`src/rtl/generic_stream_fifo_pkg.sv`:
```
// Shared constants and payload type for the generic stream FIFO and the code that instantiates it.
package stream_fifo_pkg;

  localparam int DEFAULT_WIDTH = 2;
  localparam int DEFAULT_DEPTH = 4;
  localparam int DEFAULT_CNT_W = $clog2(DEFAULT_DEPTH + 1);

  typedef struct packed {
    logic [DEFAULT_WIDTH-1:0] data;
  } payload_t;

  // Occupancy counter width: must hold the value DEPTH itself, not just DEPTH-1.
  function automatic int cnt_width(input int depth);
    return $clog2(depth + 1);
  endfunction

endpackage

```
`src/rtl/generic_stream_fifo_mem.sv`:
```
// DEPTH x WIDTH register file: one synchronous write port, one asynchronous read port, no reset.
module generic_stream_fifo_mem #(
  parameter int WIDTH = 2,
  parameter int DEPTH = 4,
  parameter int AW    = $clog2(DEPTH)
) (
  input  logic             clk_i,
  input  logic             we_i,
  input  logic [AW-1:0]    waddr_i,
  input  logic [WIDTH-1:0] wdata_i,
  input  logic [AW-1:0]    raddr_i,
  output logic [WIDTH-1:0] rdata_o
);

  logic [WIDTH-1:0] mem_q [DEPTH];

  always_ff @(posedge clk_i) begin
    if (we_i) mem_q[waddr_i] <= wdata_i;
  end

  assign rdata_o = mem_q[raddr_i];

endmodule

```
`src/rtl/generic_stream_fifo.sv`:
```
// Valid/ready stream FIFO with arbitrary depth, registered occupancy and optional empty-bypass.
module generic_stream_fifo
  import stream_fifo_pkg::*;
#(
  parameter int WIDTH        = DEFAULT_WIDTH,
  parameter int DEPTH        = DEFAULT_DEPTH,
  parameter int AF_LEVEL     = 3,
  parameter int FLOW_THROUGH = 0
) (
  input  logic                       i_clk,
  input  logic                       i_rst,
  input  logic                       i_clear,
  input  logic                       i_push_valid,
  output logic                       o_push_ready,
  input  logic [WIDTH-1:0]           i_push_data,
  output logic                       o_pop_valid,
  input  logic                       i_pop_ready,
  output logic [WIDTH-1:0]           o_pop_data,
  output logic [$clog2(DEPTH+1)-1:0] o_count,
  output logic                       o_almost_full
);

  localparam int            CW       = cnt_width(DEPTH);
  localparam int            AW       = $clog2(DEPTH);
  localparam logic [AW-1:0] LAST_PTR = AW'(DEPTH - 1);
  localparam logic [CW-1:0] FULL_CNT = CW'(DEPTH);
  localparam logic [CW-1:0] AF_CNT   = CW'(AF_LEVEL);

  logic [AW-1:0]    wptr_q, wptr_d, rptr_q, rptr_d;
  logic [CW-1:0]    count_q, count_d;
  logic [WIDTH-1:0] mem_rdata;
  logic             bypass_mode, push, pop, bypass_xfer, wr_en, rd_en;

  function automatic logic [AW-1:0] ptr_inc(input logic [AW-1:0] p);
    return (p == LAST_PTR) ? '0 : p + AW'(1);
  endfunction

  // Ready depends only on registered state so it never forms a path from i_pop_ready.
  assign o_push_ready = (count_q != FULL_CNT);
  assign bypass_mode  = (FLOW_THROUGH != 0) && (count_q == '0);
  assign o_pop_valid  = bypass_mode ? i_push_valid : (count_q != '0);
  assign push         = i_push_valid && o_push_ready;
  assign pop          = o_pop_valid && i_pop_ready;
  assign bypass_xfer  = bypass_mode && push && pop;
  assign wr_en        = push && !bypass_xfer;
  assign rd_en        = pop && !bypass_mode;

  always_comb begin
    o_pop_data = '0;
    if (bypass_mode) begin
      if (i_push_valid) o_pop_data = i_push_data;
    end else if (count_q != '0) begin
      o_pop_data = mem_rdata;
    end
  end

  always_comb begin
    wptr_d  = wptr_q;
    rptr_d  = rptr_q;
    count_d = count_q;
    if (i_clear) begin
      wptr_d  = '0;
      rptr_d  = '0;
      count_d = '0;
    end else begin
      if (wr_en) wptr_d = ptr_inc(wptr_q);
      if (rd_en) rptr_d = ptr_inc(rptr_q);
      case ({wr_en, rd_en})
        2'b10:   count_d = count_q + CW'(1);
        2'b01:   count_d = count_q - CW'(1);
        default: count_d = count_q;
      endcase
    end
  end

  always_ff @(posedge i_clk) begin
    if (i_rst) begin
      wptr_q  <= '0;
      rptr_q  <= '0;
      count_q <= '0;
    end else begin
      wptr_q  <= wptr_d;
      rptr_q  <= rptr_d;
      count_q <= count_d;
    end
  end

  assign o_count       = count_q;
  assign o_almost_full = (count_q >= AF_CNT);

  generic_stream_fifo_mem #(
    .WIDTH (WIDTH),
    .DEPTH (DEPTH),
    .AW    (AW)
  ) u_mem (
    .clk_i   (i_clk),
    .we_i    (wr_en && !i_clear && !i_rst),
    .waddr_i (wptr_q),
    .wdata_i (i_push_data),
    .raddr_i (rptr_q),
    .rdata_o (mem_rdata)
  );

endmodule

```
`config.mk`:
```
export PLATFORM = sky130hd
export DESIGN_NAME = generic_stream_fifo
export DESIGN_NICKNAME = d
export VERILOG_FILES = /design/src/rtl/generic_stream_fifo_pkg.sv /design/src/rtl/generic_stream_fifo_mem.sv /design/src/rtl/generic_stream_fifo.sv
export SDC_FILE = /design/constraint.sdc
export NUM_CORES = 1
export LEC_CHECK = 0
export BUFFER_PORTS_ARGS = -buffer_cell sky130_fd_sc_hd__buf_4
export CAP_MARGIN = 20
export CORE_UTILIZATION = 45
export CTS_BUF_LIST = sky130_fd_sc_hd__clkbuf_8 sky130_fd_sc_hd__clkbuf_16
export CTS_CLUSTER_DIAMETER = 50
export DETAILED_ROUTE_END_ITERATION = 12
export GPL_TIMING_DRIVEN = 0
export PLACE_DENSITY = 0.74
export SLEW_MARGIN = 20
export SYNTH_ARGS = -nofsm -noshare
export SYNTH_HDL_FRONTEND = slang
export SYNTH_SLANG_ARGS = --single-unit
```
`constraint.sdc`:
```
create_clock -name i_clk -period 7.7 [get_ports i_clk]
set_clock_uncertainty 0.05 [all_clocks]
set_input_delay 1.54 -clock i_clk [delete_from_list [all_inputs] [get_ports i_clk]]
set_output_delay 1.54 -clock i_clk [all_outputs]
set_load 0.005 [all_outputs]
```
* After elaboration in Yosys (flattened, before gate mapping)
Memories as Yosys holds them, arrays and structs flattened. A register that Yosys moved wholly into a read port is not among the register bits.
Index checks and enable logic that the tools add are counted.
** Word-level totals
- Register bits after elaboration :: 7
- Bits in writable memories :: 8
- Input port bits :: 7
- Memories kept :: 1
** Memory list
- u_mem.mem_q :: words 4, bits a word 2, rd ports 1, clocked after Yosys merged registers in 1, write ports 1, RTL line generic_stream_fifo_mem.sv:15 : logic [WIDTH-1:0] mem_q [DEPTH];
** Cells by class
- Add/sub/neg operators :: 4
- $lt $le $gt $ge :: 1
- Eq/ne operators :: 5
- Mux-type cells :: 8
- Reductions and logical operators :: 9
** Operators with widths (number)
- 2-bit 2-to-1 mux :: 5
- 2-bit equality test (second input constant) :: 3
- 3-bit case mux with 2 select lines :: 1
- 2-bit by 1-bit adder with 2-bit output (second input constant) :: 2
- 1-bit logical AND :: 4
- 3-bit by 1-bit adder with 3-bit output (second input constant) :: 1
- 3-bit by 2-bit greater-or-equal comparator with 1-bit output (second input constant) :: 1
- 3-bit != test (second input constant) :: 1
- 3-bit nonzero test :: 1
- 3-bit by 1-bit subtractor with 3-bit output (second input constant) :: 1
- 2-bit by 1-bit equality test with 1-bit output (second input constant) :: 1
- 1-bit logical NOT :: 2
- 1-bit 2-to-1 mux :: 2
- 2-bit nonzero test :: 1
- 2-bit OR reduction :: 1

* Longest topological paths before layout
- Depth after elaboration :: 6
- Mapped depth :: 10
- Depth with buffers taken out :: 9

* Cells and area by module
Synthesis repeated with hierarchy kept, for this count alone.
** Second synthesis, totals
- Cells, all modules :: 62
- Area, all modules :: 723.2 um2
** Modules (own cells, without submodules)
- generic_stream_fifo :: times used 1, cells each 48, area each 399.1 um2
- generic_stream_fifo_mem :: times used 1, cells each 14, area each 324.1 um2

* Worst setup path after synthesis
No wires, ideal clock.
- Path type :: input port to flip-flop
- Start :: in i_push_valid
- End :: reg count_q[2], in the netlist o_count[2]
- Library setup time :: 70 ps
- Arrival time :: 3067 ps
- Data required time :: 7580 ps
- Path slack :: 4513 ps
- Cell stages on the path :: 9
- Path buffers :: 1
- Cell sequence :: and2_4 > buf_6 > inv_1 > ha_1 > inv_1 > fa_1 > xor2_1 > or3_2 > a21oi_1
** Between the ends
- Word-level cells in the longest chain between the ends :: 3
- Elaborated cells on any way between the ends :: 5
- Those cells by class :: eq/ne (2); mux (1); reduce/logical (2)
** Ends and longest elaborated chain
- start, declared :: RTL line generic_stream_fifo.sv:13 : input logic i_push_valid,
- 1-bit logical AND * :: RTL line generic_stream_fifo.sv:42 : assign push = i_push_valid && o_push_ready;
- 2-bit by 1-bit equality test with 1-bit output / 2-bit equality test (equally long branches) :: RTL line generic_stream_fifo.sv:68 : case ({wr_en, rd_en})
- 3-bit case mux with 2 select lines / 2-bit nonzero test (equally long branches)
- end signal, assigned :: RTL line generic_stream_fifo.sv:84 : count_q <= count_d;
- end, declared :: RTL line generic_stream_fifo.sv:30 : logic [CW-1:0] count_q, count_d;
Every way passes the cells marked *; elsewhere a longest branch is shown, timed or not.
A chain may end at the register's enable or synchronous reset.

* Worst setup path in the final report
Ends and elaborated chain as after synthesis.

==> flow_metrics.py <==
metrics = {
    "timing": {
        "timing.final.setup_violations": 0,
        "setup_ws_ps": 4520,
        "max_slew.worst_pin.slew_ps": 506,
        "max_freq_mhz": 314,
        "layout_worst_path_cycle_share_pct": 41.3,
        "finalSetupTns_ps": 0,
        "fin_crit_ps": 3180,
        "slew_headroom_pct": 66.0,
        "count_of_pins_over_their_slew_limit": 0,
        "rsz0062_at_grt": "false",
        "hold_viol_final": 0,
    },
    "critical_path": {
        "worst_path_most_repeated_cell": "sky130_fd_sc_hd__inv_1",
        "crit_buf_inv": 4,
        "path_delay_family": "adder cells",
        "worst-setup-path-type": "in -> reg",
        "ff2ff_setup_slack_ps": 5020,
        "path_cells": "buf_4, and2_4, buf_6, inv_1, ha_1, inv_1, fa_1, xor2_1, or3_2, a21oi_1",
        "timing.critical_path.to_type": "register",
        "max_stage_delay_ps": 410,
        "timing.critical_path.from_type": "input pin",
        "critPathMaxFanout": 7,
        "required_ps": 7820,
        "slowest_stage": "sky130_fd_sc_hd__or3_2",
        "arrival_ps": 3310,
    },
    "synthesis": {
        "post_synth.cell_area_avg_sq_um": 11.9,
        "ys_seq_elements": 17,
        "synthesis.area_sq_um": 820,
        "synthesis.instances": 69,
        "synth-main-ff-cell": "sky130_fd_sc_hd__dfxtp_1",
        "edff_count_synth": 8,
        "synthDistinctLibCells": 27,
        "synthArstFlopShare_pct": 0,
        "number_of_nets_produced_by_synthesis": 83,
        "yosysWarnings": 0,
        "yosysSeqAreaShare_pct": 51.3,
    },
    "grt": {
        "grt_start_max_net_pins": 10,
        "grt_antenna_before_repair": 0,
        "grt_first_pass_wirelength_microns": 2210,
        "first_global_vias": 521,
        "globalRouteTotalUtil_pct": 15.9,
        "global_route.overflow_total": 0,
    },
    "run_status": {
        "outcome": "finished clean",
    },
    "pwr": {
        "irDropWorstVdd_v": 0.0000966,
        "power_report.internal_total_w": 0.000141,
        "switching_share_pct": 21.0,
        "comb_power_share_pct": 10.6,
        "pwr_density_cell_nw_per_um2": 179,
        "net-switching-power_w": 0.0000376,
        "p_leak_nw": 0.426,
        "seq_power_share_pct": 54.9,
        "clockPowerShare_pct": 34.4,
    },
    "die": {
        "die_width_microns": 44.7,
        "design.portCount": 15,
        "dieHeight_microns": 44.7,
        "core_sq_um": 1710,
        "initial_core_util_pct": 48.0,
        "design.die.area_sq_um": 2000,
        "std_cell_rows": 15,
    },
    "clocking": {
        "clock_sink_count": 17,
        "clkLatencyLatePin_ps": 240,
        "cts_hold_buffers": 0,
        "cts.htree.levels": 1,
        "clk_root_buffer_cell": "sky130_fd_sc_hd__clkbuf_8",
        "postCtsSetupRepairBufs": 0,
        "ctsResizeCount": 0,
        "cts_tree": "done",
        "clk_pin_slew_worst_paths_ps": 60,
        "cts_inserted_buffers": 3,
        "clk_path_buf_depth": 2,
    },
    "layout": {
        "areaGrowthSynthToFinish_pct": 22.1,
        "final_layout_size_suffix_gt1_share_pct": 34.5,
        "antennaDiodeCount": 0,
        "final_layout_fill_cell_count": 168,
        "final_nets": 102,
        "fin_area_sq_um": 1000,
    },
    "placement": {
        "preCtsSetupSlack_ps": 4290,
        "port-buffer-count": 14,
        "hpwlAfterDp_microns": 1100,
        "gp_congestion": 0.706,
        "dpl-instance-area_sq_um": 956,
    },
    "worst_hold_path": {
        "hold_path_class": "reg -> reg",
    },
    "drt": {
        "routed-via-count": 555,
        "routed_wirelength_microns": 1370,
        "final_antenna_net_count": 0,
        "detail_route.vias_per_cell": 4.96,
        "avgRoutedWirePerCell_microns": 12.2,
        "drt_first_iter_violations": 7,
        "drt_pre_antenna_iters": 4,
        "remaining_drc_errors": 0,
    },
    "flow_run": {
        "max_capacitance_violation_total": 0,
    },
}
layer usage:
layer  up-vias  part of all wire [%]  GRT usage [%]
li1        280                     -              -
met1       265                    45           19.4
met2         8                    51           27.4
met3         2                   3.0           2.45
met4         0                  0.73           7.27
met5         -                     0              0
per-stage QoR:
stage	instances	power (W)	hold slack [ps]	utilization, %
2_1_floorplan	69	0.000111	414	-
3_3_place_gp	108	0.000118	428	56.0
3_5_place_dp	108	0.000119	460	56.0
4_1_cts	112	0.000180	469	58.6
5_1_grt	112	0.000187	511	58.6
6_report	112	0.000179	465	58.6
synthesized netlist by cell type (3+ instances only):
cell type	count	area, sq um
sky130_fd_sc_hd__inv_1	8	30.0
sky130_fd_sc_hd__ha_1	6	75.1
sky130_fd_sc_hd__a21oi_1	3	15.0
sky130_fd_sc_hd__edfxtp_1	8	240
sky130_fd_sc_hd__dfxtp_1	9	180
sky130_fd_sc_hd__nor2_1	5	18.8
sky130_fd_sc_hd__and3_2	3	22.5
power groups by stage:
| stage | Clock (W) | Sequential (W) | Combinational [W] |
|---|---|---|---|
| 4_1_cts | 0.0000628 | 0.0000982 | 0.0000192 |
| 3_3_place_gp | 0 | 0.000100 | 0.0000183 |
| 5_1_grt | 0.0000672 | 0.0000985 | 0.0000210 |
| 2_1_floorplan | 0 | 0.0000998 | 0.0000108 |
| 6_report | 0.0000616 | 0.0000983 | 0.0000190 |
| 3_5_place_dp | 0 | 0.000100 | 0.0000191 |
tightest hold or removal path: stages (launching register included):
cell and delay [ps]:
sky130_fd_sc_hd__dfxtp_1 320, sky130_fd_sc_hd__nand3_1 60, sky130_fd_sc_hd__o21ai_0 80
cell usage in the layout (no fill, tap or decap), types with 2 or more instances in the layout:
master,instances
sky130_fd_sc_hd__ha_1,6
sky130_fd_sc_hd__mux4_2,2
sky130_fd_sc_hd__clkbuf_8,3
sky130_fd_sc_hd__xor2_1,2
sky130_fd_sc_hd__nor2b_1,2
sky130_fd_sc_hd__buf_4,14
sky130_fd_sc_hd__nand4_1,2
sky130_fd_sc_hd__and3_2,3
sky130_fd_sc_hd__nor2_1,5
sky130_fd_sc_hd__dfxtp_1,9
sky130_fd_sc_hd__o31ai_2,2
sky130_fd_sc_hd__o21ai_0,2
sky130_fd_sc_hd__edfxtp_1,8
sky130_fd_sc_hd__inv_1,9
sky130_fd_sc_hd__nand2_1,2
sky130_fd_sc_hd__a21oi_1,3
worst paths after layout:
kind | from | endpoint | cells after the start
setup / recovery | i_push_valid | o_count[2] | 10
hold / removal | rptr_q[1] | rptr_q[1] | 2
setup reg to reg | o_count[2] | o_count[2] | 10
hold reg to reg | rptr_q[1] | rptr_q[1] | 2
cells by family after synthesis:
kind of cell    share of synthesized area (%)
compound gates                           8.09
xor+xnor                                 2.14
fa+ha+maj                                11.6
buf+inv                                  5.50
flops                                    51.3
mux                                      5.50
simple gates                             15.9
cell type report:
class                      count  area, sq um  area share, %
sequential                    17          420           42.0
buffer                         2         15.0           1.50
tap                           25         31.3           3.13
clock buffer                   3         41.3           4.13
timing repair buffer          14          105           10.5
clock inverter                 1         3.75          0.375
multi-input combinational     42          354           35.4
inverter                       8         30.0           3.00
No activity file was read; power rests on OpenSTA's default activity.
